$ cat src/rtl/poly_add_24.sv
// Two-lane streaming modular adder mod Q with valid/ready backpressure.
// Two-stage pipeline (raw sum, then conditional subtract) plus per-polynomial framing.
module poly_add_24 #(
    parameter logic [24:0] Q       = 25'd16515073,
    parameter int unsigned N_PAIRS = 128,
    parameter int unsigned CNT_W   = 7
) (
    input  logic        clk,
    input  logic        rst,
    input  logic        in_valid,
    output logic        in_ready,
    input  logic [49:0] din1,
    input  logic [49:0] din2,
    output logic [49:0] dout,
    output logic        out_valid,
    input  logic        out_ready,
    output logic        out_last,
    output logic        done
);

    localparam logic [CNT_W-1:0] LAST = CNT_W'(N_PAIRS - 1);

    logic             en;
    logic             out_hs;
    logic             s1_valid;
    logic [25:0]      s1_sum1;
    logic [25:0]      s1_sum0;
    logic [CNT_W-1:0] cnt;

    // Canonical operands keep sum <= 2Q-2, so one conditional subtract suffices.
    function automatic logic [24:0] reduce(input logic [25:0] sum);
        logic [25:0] diff;
        diff = sum - {1'b0, Q};
        return (sum >= {1'b0, Q}) ? diff[24:0] : sum[24:0];
    endfunction

    assign en       = !out_valid || out_ready;
    assign in_ready = en;
    assign out_hs   = out_valid && out_ready;
    assign out_last = out_valid && (cnt == LAST);

    always_ff @(posedge clk or negedge rst) begin
        if (!rst) begin
            s1_valid  <= 1'b0;
            s1_sum1   <= '0;
            s1_sum0   <= '0;
            out_valid <= 1'b0;
            dout      <= '0;
        end else if (en) begin
            s1_valid  <= in_valid;
            out_valid <= s1_valid;
            if (in_valid) begin
                s1_sum1 <= {1'b0, din1[49:25]} + {1'b0, din2[49:25]};
                s1_sum0 <= {1'b0, din1[24:0]}  + {1'b0, din2[24:0]};
            end
            if (s1_valid) begin
                dout <= {reduce(s1_sum1), reduce(s1_sum0)};
            end
        end
    end

    always_ff @(posedge clk or negedge rst) begin
        if (!rst) begin
            cnt  <= '0;
            done <= 1'b0;
        end else begin
            done <= out_hs && (cnt == LAST);
            if (out_hs) begin
                cnt <= (cnt == LAST) ? '0 : cnt + CNT_W'(1);
            end
        end
    end

endmodule

$ cat config.mk
export PLATFORM = sky130hd
export DESIGN_NAME = poly_add_24
export DESIGN_NICKNAME = d
export VERILOG_FILES = /design/src/rtl/poly_add_24.sv
export SDC_FILE = /design/constraint.sdc
export NUM_CORES = 1
export LEC_CHECK = 0
export ABC_CLOCK_PERIOD_IN_PS = 2300
export CAP_MARGIN = 20
export CORE_MARGIN = 2
export CORE_UTILIZATION = 53
export DETAILED_ROUTE_END_ITERATION = 6
export PLACE_DENSITY = 0.88
export SYNTH_ARGS = -nofsm -noshare
export SYNTH_HDL_FRONTEND = slang
export SYNTH_SLANG_ARGS = --single-unit
$ cat constraint.sdc
create_clock -name clk -period 2.3 [get_ports clk]
set_input_delay 0.46 -clock clk [delete_from_list [all_inputs] [get_ports clk]]
set_output_delay 0.46 -clock clk [all_outputs]
set_load 0.1 [all_outputs]
==> flow_metrics.py, run 1 <==
metrics = {
    "floorplan": {
        "die_y_um": 126,
        "start_util_pct": 54.1,
        "io_pins": 158,
        "die_w_um": 126,
        "die-area_um2": 15800,
        "coreArea_um2": 14500,
        "rows": 44,
    },
    "sta": {
        "rsz0062_at_grt": "true",
        "skew_ns": 0.0135,
        "min_period_ns": 2.62,
        "setup_violations": 23,
        "fin_ws_ns": -0.323,
        "hold_viol_final": 0,
        "max_freq_ghz": 0.381,
        "worst_pin_slew_ns": 0.599,
        "slew_headroom_pct": 59.9,
        "drv_slew": 0,
        "period_share_pct": 114,
    },
    "detailed_routing": {
        "drt-total-wl_mm": 27.1,
        "first_iter_violations": 760,
        "final_antenna_net_count": 0,
        "remaining_drc_errors": 0,
        "vias": 8452,
        "wl_per_cell_um": 19.3,
        "drt_first_pass_iters": 5,
        "vias_per_cell": 6.02,
    },
    "global_routing": {
        "grt_pass1_vias": 7641,
        "grt_usage_pct": 29.0,
        "grt_pass1_wl_mm": 37.7,
        "grt_overflow": 0,
        "antenna_found_initial": 1,
        "grt_max_degree": 53,
    },
    "critical_path": {
        "required_ns": 2.54,
        "r2r_start": "s1_sum0[15]",
        "r2r_end": "dout[1]",
        "end_kind": "register",
        "cp-start-kind": "input pin",
        "ff2ff_setup_slack_ns": -0.11,
        "rr_worst_depth": 9,
        "path_max_fanout": 4,
        "arrival_ns": 2.86,
        "critical_path_class": "in -> reg",
    },
    "power_and_ir_drop": {
        "max-vdd-ir-drop_uv": 797,
        "powerDensity_nw_per_um2": 968,
        "power.leakage_nw": 5.53,
    },
    "placed_design": {
        "numPortBuffers": 157,
        "dp_hpwl_mm": 16.6,
        "place_congestion": 0.919,
        "dp_slack_ns": -0.940,
    },
    "finish": {
        "fin_util_pct": 83.2,
        "nFillCells": 770,
        "areaGrowthSynthToFinish_pct": 53.6,
        "nNetsFinal": 1375,
        "drive_above_1_share_pct": 34.2,
    },
    "synth": {
        "synth_edf_count": 0,
        "postSynthAreaPerCell_um2": 8.78,
        "ys_seq_area_share_pct": 35.8,
        "synth_top_area_share_pct": 35.8,
        "synth.most_common_cell": "nand2_1",
        "synthTopCellsByArea": "dfrtp_1 (36%), ha_1 (8.8%), nand2_1 (7.1%), o21ai_0 (6.2%), xnor2_1 (5.3%)",
        "synthArstFlopShare_pct": 100,
        "netlist_area_um2": 7840,
        "synth_cells": 893,
        "yosysUniqueCellTypes": 75,
        "synth_top_cell_by_area": "dfrtp_1",
        "synth_ff_type": "dfrtp_1",
        "yosys_warnings": 0,
        "ys_seq_elements": 112,
        "syn-num-nets": 1054,
        "synthTopCellsByCount": "nand2_1 (149), dfrtp_1 (112), o21ai_0 (97)",
    },
    "cts": {
        "insertion_delay_ns": 0.36,
        "clock_tree.buffer_depth": 2,
        "htreeDepth": 3,
        "clkTransAtPathRegs_ns": 0.08,
        "cts_hold_buf": 0,
        "root_buffer": "clkbuf_16",
        "cts_tree": "yes",
        "cts_buffers": 9,
        "cts.sinks": 112,
    },
    "status": {
        "status": "finished, violations left",
        "failed_checks": "setup timing",
    },
    "job": {
        "drv_cap": 0,
    },
    "worst_hold_path": {
        "min_path_type": "in -> async",
    },
}
[report_power, final]
part / switching [mW] / internal [mW] / total [mW]
registers: 0.614 / 2.61 / 3.22
logic: 4.68 / 2.10 / 6.78
clock network: 0.697 / 0.956 / 1.65
[worst max-delay path, stage by stage]
cell	delay [ns]
buf_8	0.07
ha_4	0.13
inv_2	0.04
fa_2	0.40
nor2b_4	0.18
o2111ai_4	0.16
a21oi_2	0.20
o211ai_1	0.23
o311ai_2	0.30
buf_4	0.19
buf_4	0.13
a31oi_4	0.08
xor2_1	0.19
o21ai_1	0.10
[flip-flops by register name, summed over array words and instances (netlist names)]
register and cells:
cnt 7, s1_sum0 26, dout 50, s1_valid 1
s1_sum1 26, done 1, out_valid 1
[metrics by stage]
step | hold WS, ns | TNS, ns | total power, mW | area (um2) | std cells
CTS | 0.0803 | -0.0235 | 11.1 | 11300 | 1378
global placement | 0.454 | -19.60 | 9.17 | 10600 | 1339
finish | 0.0714 | -1.71 | 11.7 | 12000 | 1404
detailed placement | 0.459 | -22.65 | 9.35 | 10600 | 1339
floorplan | 0.164 | -0.693 | 7.51 | 7930 | 893
global route | 0.107 | -4.02 | 12.1 | 12000 | 1403
[cell type report]
class                      count  area [um2]  share of cell area, %
antenna                        1        2.50                 0.0208
tap                          184         230                   1.91
timing repair buffer         346        2940                   24.4
sequential                   112        2810                   23.3
clock inverter                 5        81.3                  0.675
inverter                      26        97.6                  0.811
clock buffer                  11         233                   1.93
multi-input combinational    719        5640                   46.9
[logic make-up (layout without fill, tap and decap cells)]
logic type / after synthesis / count (layout) / synth area share [%]
other cells: 0 / 1 / 0
compound gates: 270 / 270 / 21.8
buf+inv: 62 / 388 / 3.29
xor+xnor: 84 / 84 / 9.39
flops: 112 / 112 / 35.8
mux: 3 / 3 / 0.399
fa+ha+maj: 57 / 57 / 9.29
simple gates: 305 / 305 / 20.0
[routing by layer]
layer / track usage (%) / vias up / share of wire [%]
met3: 4.07 / 116 / 8.2
met5: 0 / - / 0.055
met4: 10.8 / 2 / 4.6
li1: - / 3833 / -
met2: 46.2 / 531 / 48
met1: 40.6 / 3970 / 39
[timing repair]
item                                    4_1_cts  5_1_grt
hold endpoints to repair                      0        0
endpoints found under the setup margin       34       48
setup buffers                                23       27
resized for setup                           114      126
pin swaps                                    65       82
[placed cells by master (no fill, tap or decap), drive strengths merged, types with 4 or more instances in the layout]
master	instances
or3	10
o2111ai	4
o31ai	15
nand4	8
o211ai	5
o21ai	112
a31oi	12
dfrtp	112
clkbuf	16
buf	248
nor4	10
dlygate4sd2	18
xor2	37
a211o	5
nand2	151
a21o	28
o31a	4
o21a	9
a21oi	52
ha	55
nor3b	4
xnor2	47
dlymetal6s2s	22
nor2b	5
clkdlybuf4s50	47
clkdlybuf4s15	6
nand2b	10
nor3	20
o21bai	5
and2	8
a211oi	4
inv	26
nor2	38
and3	8
nand3	25
[worst max path at each step]
stage,start,endpoint,cells after the start
after floorplan,din1[25],s1_sum1[20],11
after global placement,din1[25],s1_sum1[20],12
after detailed placement,din1[25],s1_sum1[20],12
after CTS,din2[0],s1_sum0[22],13
after global routing,din1[25],s1_sum1[24],14
final,din1[25],s1_sum1[24],14
(Power assumes the default switching activity.)
==> inputs of run 2 (changes only) <==
==> constraint.sdc (replaced) <==
create_clock -name clk -period 2.3 [get_ports clk]
set_input_delay 0.345 -clock clk [delete_from_list [all_inputs] [get_ports clk]]
set_output_delay 0.345 -clock clk [all_outputs]
set_load 0.1 [all_outputs]
==> flow_metrics.py, run 2 (synthesized netlist as in run 1, its figures left out) <==
metrics = {
    "critical_path": {
        "r2r_end": "dout[39]",
        "cp-start-kind": "input pin",
        "path_max_fanout": 5,
        "path_common_cell": "buf_4",
        "cp_slowest_cell": "clkdlybuf4s50_1",
        "critical_path_class": "in -> reg",
        "max_stage_delay_ns": 0.55,
        "arrival_ns": 2.67,
        "ff2ff_setup_slack_ns": 0.05,
        "required_ns": 2.57,
        "end_kind": "register",
        "rr_worst_depth": 8,
        "r2r_start": "s1_sum1[7]",
        "path_cells": "clkdlybuf4s50_1 -> ha_4 -> a211o_1 -> nor3_1 -> buf_4 -> o31ai_4 -> a22oi_2 -> o21ai_4 -> buf_4 -> buf_4 -> o211ai_1",
    },
    "placed_design": {
        "place_congestion": 0.884,
        "dp.cells": 1330,
        "dp_hpwl_mm": 16.4,
        "dp_slack_ns": -0.809,
        "numPortBuffers": 157,
    },
    "cts": {
        "insertion_delay_ns": 0.35,
        "root_buffer": "clkbuf_16",
        "clkTransAtPathRegs_ns": 0.07,
        "htreeDepth": 3,
        "cts_tree": "yes",
        "clock_tree.buffer_depth": 2,
        "cts.sinks": 112,
        "cts_buffers": 9,
    },
    "finish": {
        "nNetsFinal": 1342,
        "final_common_cell": "buf_4",
        "diodes": 0,
        "nFillCells": 871,
        "top_regs": "dout x50, s1_sum0 x26, s1_sum1 x26",
        "drive_above_1_share_pct": 29.6,
        "areaGrowthSynthToFinish_pct": 47.4,
        "largest-register": "dout",
        "finalNonFillerCells": 1370,
        "final_cell_mix": "buf_4 (205), nand2_1 (147), dfrtp_1 (111), o21ai_0 (83), clkdlybuf4s50_1 (61)",
        "fin_util_pct": 79.8,
        "largest_reg_flops": 50,
    },
    "sta": {
        "hold_viol_final": 0,
        "slew_headroom_pct": 63.2,
        "setup_violations": 7,
        "worst_pin_slew_ns": 0.552,
        "fin_ws_ns": -0.106,
        "hold_slack_ns": 0.333,
        "rsz0062_at_grt": "true",
        "max_freq_ghz": 0.416,
        "setup_tns_ns": -0.399,
        "min_period_ns": 2.41,
        "drv_slew": 0,
        "period_share_pct": 105,
        "skew_ns": 0.00837,
    },
    "global_routing": {
        "grt_overflow": 0,
        "grt_usage_pct": 28.2,
        "grt_max_degree": 43,
        "grt_pass1_wl_mm": 36.9,
        "grt_pass1_vias": 7562,
        "antenna_found_initial": 0,
    },
    "power_and_ir_drop": {
        "p_sw_share_pct": 51.8,
        "power.leakage_nw": 5.38,
        "power.share.sequential_pct": 28.1,
        "max-vdd-ir-drop_uv": 740,
        "power.internal_mw": 5.46,
        "combPwrFrac_pct": 58.0,
        "powerDensity_nw_per_um2": 981,
        "switchingPower_mw": 5.87,
        "pwr-share-clk_pct": 13.9,
    },
    "status": {
        "status": "finished, violations left",
        "failed_checks": "setup timing",
    },
    "floorplan": {
        "io_pins": 158,
        "die-area_um2": 15800,
        "coreArea_um2": 14500,
        "start_util_pct": 54.1,
        "die_y_um": 126,
        "rows": 44,
        "die_w_um": 126,
    },
    "detailed_routing": {
        "drt_first_pass_iters": 5,
        "remaining_drc_errors": 0,
        "drt-total-wl_mm": 25.6,
        "vias_per_cell": 5.96,
        "first_iter_violations": 761,
        "final_antenna_net_count": 0,
        "vias": 8160,
        "wl_per_cell_um": 18.7,
    },
    "job": {
        "drv_cap": 0,
    },
    "worst_hold_path": {
        "worstHoldStart": "din1[25]",
        "whs_endpoint": "s1_sum1[0]",
        "min_path_type": "in -> reg",
        "min_path_cells": 4,
    },
}
-- run 2: metrics by stage --
stage | power, mW | area [um2]
3_5_place_dp | 9.33 | 10400
5_1_grt | 11.8 | 11500
4_1_cts | 11.0 | 11000
3_3_place_gp | 9.15 | 10400
6_report | 11.3 | 11500
2_1_floorplan | 7.51 | 7890
-- run 2: power by group through the flow --
stage / sequential, mW / combinational [mW] / clock (mW)
final: 3.18 / 6.57 / 1.58
after global routing: 3.25 / 6.90 / 1.64
after CTS: 3.15 / 6.26 / 1.57
after detailed placement: 3.17 / 6.15 / 0
after global placement: 3.14 / 6.01 / 0
after floorplan: 5.75 / 1.76 / 0
-- run 2: worst max path at each step --
stage / cells after the start / slack, ns / startpoint / to
2_1_floorplan: 11 / -0.04 / din1[25] / s1_sum1[20]
3_3_place_gp: 12 / -0.71 / din1[25] / s1_sum1[20]
3_5_place_dp: 12 / -0.81 / din1[25] / s1_sum1[14]
4_1_cts: 12 / -0.05 / din2[25] / s1_sum1[20]
5_1_grt: 13 / -0.17 / din2[25] / s1_sum1[22]
6_report: 11 / -0.11 / din2[6] / s1_sum0[21]
-- run 2: final cells by class --
| class | count | area [um2] | share of cell area, % |
|---|---|---|---|
| repair buffers | 313 | 2720 | 23.6 |
| clock inverters | 5 | 56.3 | 0.488 |
| inverters | 26 | 97.6 | 0.845 |
| clock buffers | 11 | 243 | 2.10 |
| multi-input cells | 719 | 5400 | 46.7 |
| well taps | 184 | 230 | 1.99 |
| flip-flops and latches | 112 | 2810 | 24.3 |
-- run 2: worst max-delay path, delay by kind of cell --
| family | cells | cell delay [ns] |
|---|---|---|
| buffers and inverters | 4 | 1.01 |
| AO/OA/AOI/OAI | 5 | 0.93 |
| adder cells (fa/ha/maj) | 1 | 0.24 |
| AND/OR/NAND/NOR | 1 | 0.14 |
-- run 2: repair_timing --
action	4_1_cts	5_1_grt
hold buffers	1	0
endpoints found under the setup margin	26	47
setup buffers	12	12
endpoints found under the hold margin	24	0
resized for setup	58	104
pin swaps	32	58
-- run 2: metal layers --
layer / global-route usage (%) / vias up / routed length (um)
met4: 8.50 / 0 / 1260
met1: 40.8 / 3804 / 10300
met3: 2.91 / 117 / 2090
met5: 0 / - / 0
met2: 45.1 / 488 / 12000
li1: - / 3751 / -
==> inputs of run 3 (changes only) <==
- CORE_UTILIZATION: 53 -> 54
- CTS_BUF_LIST: not set -> sky130_fd_sc_hd__clkbuf_8
- PLACE_DENSITY: 0.88 -> 0.89
==> flow_metrics.py, run 3 (synthesized netlist as in run 1, its figures left out) <==
metrics = {
    "status": {
        "status": "finished, violations left",
        "failed_checks": "setup timing",
    },
    "critical_path": {
        "arrival_ns": 2.75,
        "path_max_fanout": 5,
        "cp_slowest_cell": "clkdlybuf4s50_1",
        "cpLargestDelayFamily": "compound AO/OA/AOI/OAI gates",
        "cp-start-kind": "input pin",
        "crit_buf_inv": 2,
        "required_ns": 2.59,
        "critical_path_class": "in -> reg",
        "max_stage_delay_ns": 0.49,
        "r2r_start": "s1_sum1[7]",
        "rr_worst_depth": 7,
        "end_kind": "register",
        "r2r_end": "dout[33]",
        "path_cells": "clkdlybuf4s50_1 -> ha_4 -> o21ai_1 -> nand2_1 -> nand3_2 -> o31ai_4 -> a22oi_2 -> o21ai_2 -> buf_4 -> a21oi_1 -> o211ai_1",
        "ff2ff_setup_slack_ns": 0.08,
    },
    "sta": {
        "period_share_pct": 107,
        "drv_slew": 0,
        "setup_tns_ns": -0.629,
        "skew_ns": 0.0113,
        "fin_ws_ns": -0.165,
        "worst_pin_slew_ns": 0.509,
        "hold_viol_final": 0,
        "min_period_ns": 2.47,
        "max_freq_ghz": 0.406,
        "hold_slack_ns": 0.286,
        "slew_headroom_pct": 66.0,
        "rsz0062_at_grt": "true",
        "setup_violations": 10,
    },
    "worst_hold_path": {
        "min_path_type": "in -> reg",
        "min_path_cells": 4,
        "whs_endpoint": "s1_sum0[0]",
        "worstHoldStart": "din2[0]",
    },
    "cts": {
        "cts_buffers": 9,
        "cts_tree": "yes",
        "cts.sinks": 112,
        "insertion_delay_ns": 0.38,
        "clock_tree.buffer_depth": 2,
        "htreeDepth": 3,
        "clkTransAtPathRegs_ns": 0.11,
        "root_buffer": "clkbuf_8",
    },
    "finish": {
        "final_common_cell": "buf_4",
        "largest_reg_flops": 50,
        "drive_above_1_share_pct": 28.6,
        "top_regs": "dout x50, s1_sum0 x26, s1_sum1 x26",
        "nNetsFinal": 1345,
        "areaGrowthSynthToFinish_pct": 43.9,
        "final_cell_mix": "buf_4 (210), nand2_1 (147), dfrtp_1 (111), o21ai_0 (89), clkdlybuf4s50_1 (72)",
        "final_area_um2": 11300,
        "largest-register": "dout",
        "finalNonFillerCells": 1374,
    },
    "global_routing": {
        "grt_usage_pct": 27.6,
        "use_met1_pct": 40.0,
        "grt_busiest_layer": "met2",
        "antenna_found_initial": 1,
        "grt_pass1_wl_mm": 35.9,
        "grt_use_met3_pct": 2.88,
        "grt_pass1_vias": 7559,
        "grt_max_degree": 52,
        "grt_overflow": 0,
        "gr-usage-met2_pct": 43.4,
    },
    "power_and_ir_drop": {
        "powerDensity_nw_per_um2": 955,
        "max-vdd-ir-drop_uv": 783,
        "power.leakage_nw": 5.15,
    },
    "placed_design": {
        "numPortBuffers": 157,
        "place_congestion": 0.914,
        "placed_cell_area_um2": 10400,
        "dp.cells": 1326,
        "dp_hpwl_mm": 16.4,
        "dp_slack_ns": -0.834,
    },
    "detailed_routing": {
        "remaining_drc_errors": 0,
        "final_antenna_net_count": 0,
        "first_iter_violations": 817,
        "drt_first_pass_iters": 5,
        "wl_per_cell_um": 18.1,
        "vias": 8182,
        "drt-total-wl_mm": 24.9,
        "vias_per_cell": 5.95,
    },
    "floorplan": {
        "io_pins": 158,
        "die_w_um": 124,
        "coreArea_um2": 14400,
        "start_util_pct": 54.5,
        "die-area_um2": 15500,
        "die_y_um": 124,
        "rows": 44,
    },
    "job": {
        "drv_cap": 0,
    },
}
run 3: cell count changes in the layout (fill, tap and decap cells not counted), sizes merged:
cell / before / now
dlymetal6s2s: 27 / 11
clkdlybuf4s50: 61 / 72
dlygate4sd2: 6 / 11
buf: 214 / 217
clkbuf: 14 / 12
clkinvlp: 1 / 3
bufinv: 1 / 0
clkdlybuf4s15: 1 / 2
diode: 0 / 1
run 3: layout make-up:
class | instances | area (um2)
clock buffers | 10 | 138
well taps | 184 | 230
flip-flops and latches | 112 | 2810
multi-input cells | 719 | 5280
fillers | 874 | 3090
diodes | 1 | 2.50
clock inverters | 6 | 45.0
repair buffers | 316 | 2680
inverters | 26 | 100
run 3: tightest hold or removal path, cell delays in order:
cell     delay [ns]
buf_6          0.07
ha_4           0.12
nand2_1        0.04
o21ai_0        0.06
run 3: worst max-delay path by stage:
stage                  start           to  slack [ns]  cells past startpoint
floorplan           din1[25]  s1_sum1[20]       -0.04                     11
global placement    din1[25]  s1_sum1[20]       -0.70                     12
detailed placement  din1[25]  s1_sum1[20]       -0.83                     12
CTS                  din2[6]  s1_sum0[23]       0.001                     11
global route         din2[5]  s1_sum0[23]       -0.20                     11
finish               din2[5]  s1_sum0[23]       -0.17                     11
run 3: per-layer routing:
| layer | vias to the layer above | part of all wire (%) |
|---|---|---|
| li1 | 3766 | - |
| met1 | 3841 | 40 |
| met2 | 483 | 48 |
| met3 | 92 | 7.6 |
| met4 | 0 | 4.3 |
| met5 | - | 0 |
run 3: stage by stage:
stage,power (mW),utilization (%)
2_1_floorplan,7.51,-
3_3_place_gp,9.11,72.3
3_5_place_dp,9.28,72.3
4_1_cts,10.4,75.6
5_1_grt,11.2,78.5
6_report,10.8,78.5
run 3: timing repair:
item,CTS,global route
endpoints found under the setup margin,25,39
pin swaps,29,55
buffers inserted,19,12
endpoints found under the hold margin,35,0
gates resized for setup,53,82
hold buffers,1,0
run 3: where the power goes:
part	switching, mW	leakage (nW)	internal, mW
Clock	0.673	0.0845	0.425
Sequential	0.590	1.39	2.60
Combinational	4.53	3.68	1.95
==> RTL change: new RTL, config.mk and constraints of run 2 <==
Change the parameter `Q` from 25'd16515073 to 25'd8257536.
--- a/src/rtl/poly_add_24.sv
+++ b/src/rtl/poly_add_24.sv
@@ -1,7 +1,7 @@
 // Two-lane streaming modular adder mod Q with valid/ready backpressure.
 // Two-stage pipeline (raw sum, then conditional subtract) plus per-polynomial framing.
 module poly_add_24 #(
-    parameter logic [24:0] Q       = 25'd16515073,
+    parameter logic [24:0] Q       = 25'd8257536,
     parameter int unsigned N_PAIRS = 128,
     parameter int unsigned CNT_W   = 7
 ) (
Formal check against the unedited RTL: not equivalent (a bounded check fails within 4 cycles, from zero or initial values and one cycle with rst low).
==> RTL change against run 2 <==
The run still ends with setup timing left. Design area fell by 13%. Worst setup slack improved by 0.057 ns. Via count is 19% lower. Routed wire length decreased by 23%. Sequential cell count is the same. Core utilization about the same. Sequential share of layout area increased by 3.6 points. Critical path depth is the same. Die area decreased by 12%. Fmax is 2.4% higher. Power is 5.7% lower. Count of clock-buffer cells in the layout increased by 1. Area after synthesis is 12% lower. Critical path type unchanged.
==> RTL change: results (changes against run 2) <==
| Metric | Value |
|---|---|
| Status | complete, but fails checks |
| Failing checks | setup timing |
| Placement Setup Slack | -0.615 ns (+0.194 ns) |
| # clk buffers | 12 (+1) |
| FF-to-FF path depth | 6 (-2) |
| CP Capture Point | s1_sum1[24]$_DFFE_PN0P_ |
| Clock network area share | 3.06% (+0.47 points) |
| Crit path max-delay family | compound AO/OA/AOI/OAI gates |
| CP Launch Point | din2[36] |
| Global-route usage over all layers | 26.5% (-1.7 points) |
| WHS Endpoint | cnt[4]$_DFFE_PN0P_ |
| Final net count | 1,162 (-13%) |
| Synth top area cells | dfrtp_1 41%, ha_1 9.6%, nand2_1 6.4%, o21ai_0 6.2%, mux2_2 5.9% |
| TritonRoute pass-1 iters | 6 (+1) |
| Total wire length | 19.7 mm (-23%) |
| Register-to-register path setup slack | 0.51 ns (+0.46 ns) |
| Worst setup margin | -0.0489 ns (+0.0572 ns) |
| WL per Instance | 16.7 um (-11%) |
| Multi-In Gates | 587 (-18%) |
| Syn nets | 904 (-14%) |
| Worst clock skew | 0.00629 ns (-0.00208 ns) |
| Mapped cell area | 6870 um^2 (-12%) |
| Vias in the first global route | 6,416 (-15%) |
| Synth unique cells | 48 (-36%) |
| Routability Congestion | 0.930 (+5.2%) |
| Total leakage power | 4.67 nW (-13%) |
| Hold Slack | 0.474 ns (+0.142 ns) |
| Int Power | 5.28 mW (-3.2%) |
| Share of layout cells above drive strength 1 | 28.0% (-1.6 points) |
| PostCTS Resize Cnt | 31 (-47%) |
| Fill count | 765 (-12%) |
| Final setup viols | 2 (-5) |
| Sequential Power | 3.12 mW (-2%) |
| Largest net degree at the start of global routing | 45 (+4.7%) |
| FFs & Latches | 112 (unchanged) |
| Placed Area | 9370 um^2 (-10%) |
RTL change: changes by cell type in the layout (fill, tap and decap cells not counted), moves of 12 or more:
| cell | run 2 | this run |
|---|---|---|
| nand2_1 | 147 | 116 |
| buf_4 | 205 | 164 |
| mux2_2 | 1 | 36 |
| clkdlybuf4s50_1 | 61 | 89 |
| ha_4 | 21 | 9 |
| xnor2_1 | 44 | 28 |
| o21ai_1 | 23 | 6 |
| dlymetal6s2s_1 | 27 | 8 |
| a21o_1 | 28 | 12 |
RTL change: layer usage:
| layer | GRT usage [%] | part of all wire (%) | vias to the layer above |
|---|---|---|---|
| met3 | 4.02 | 4.5 | 66 |
| li1 | - | - | 3161 |
| met1 | 32.5 | 40 | 3162 |
| met2 | 47.0 | 51 | 244 |
| met5 | 0 | 0 | - |
| met4 | 10.2 | 4.0 | 0 |
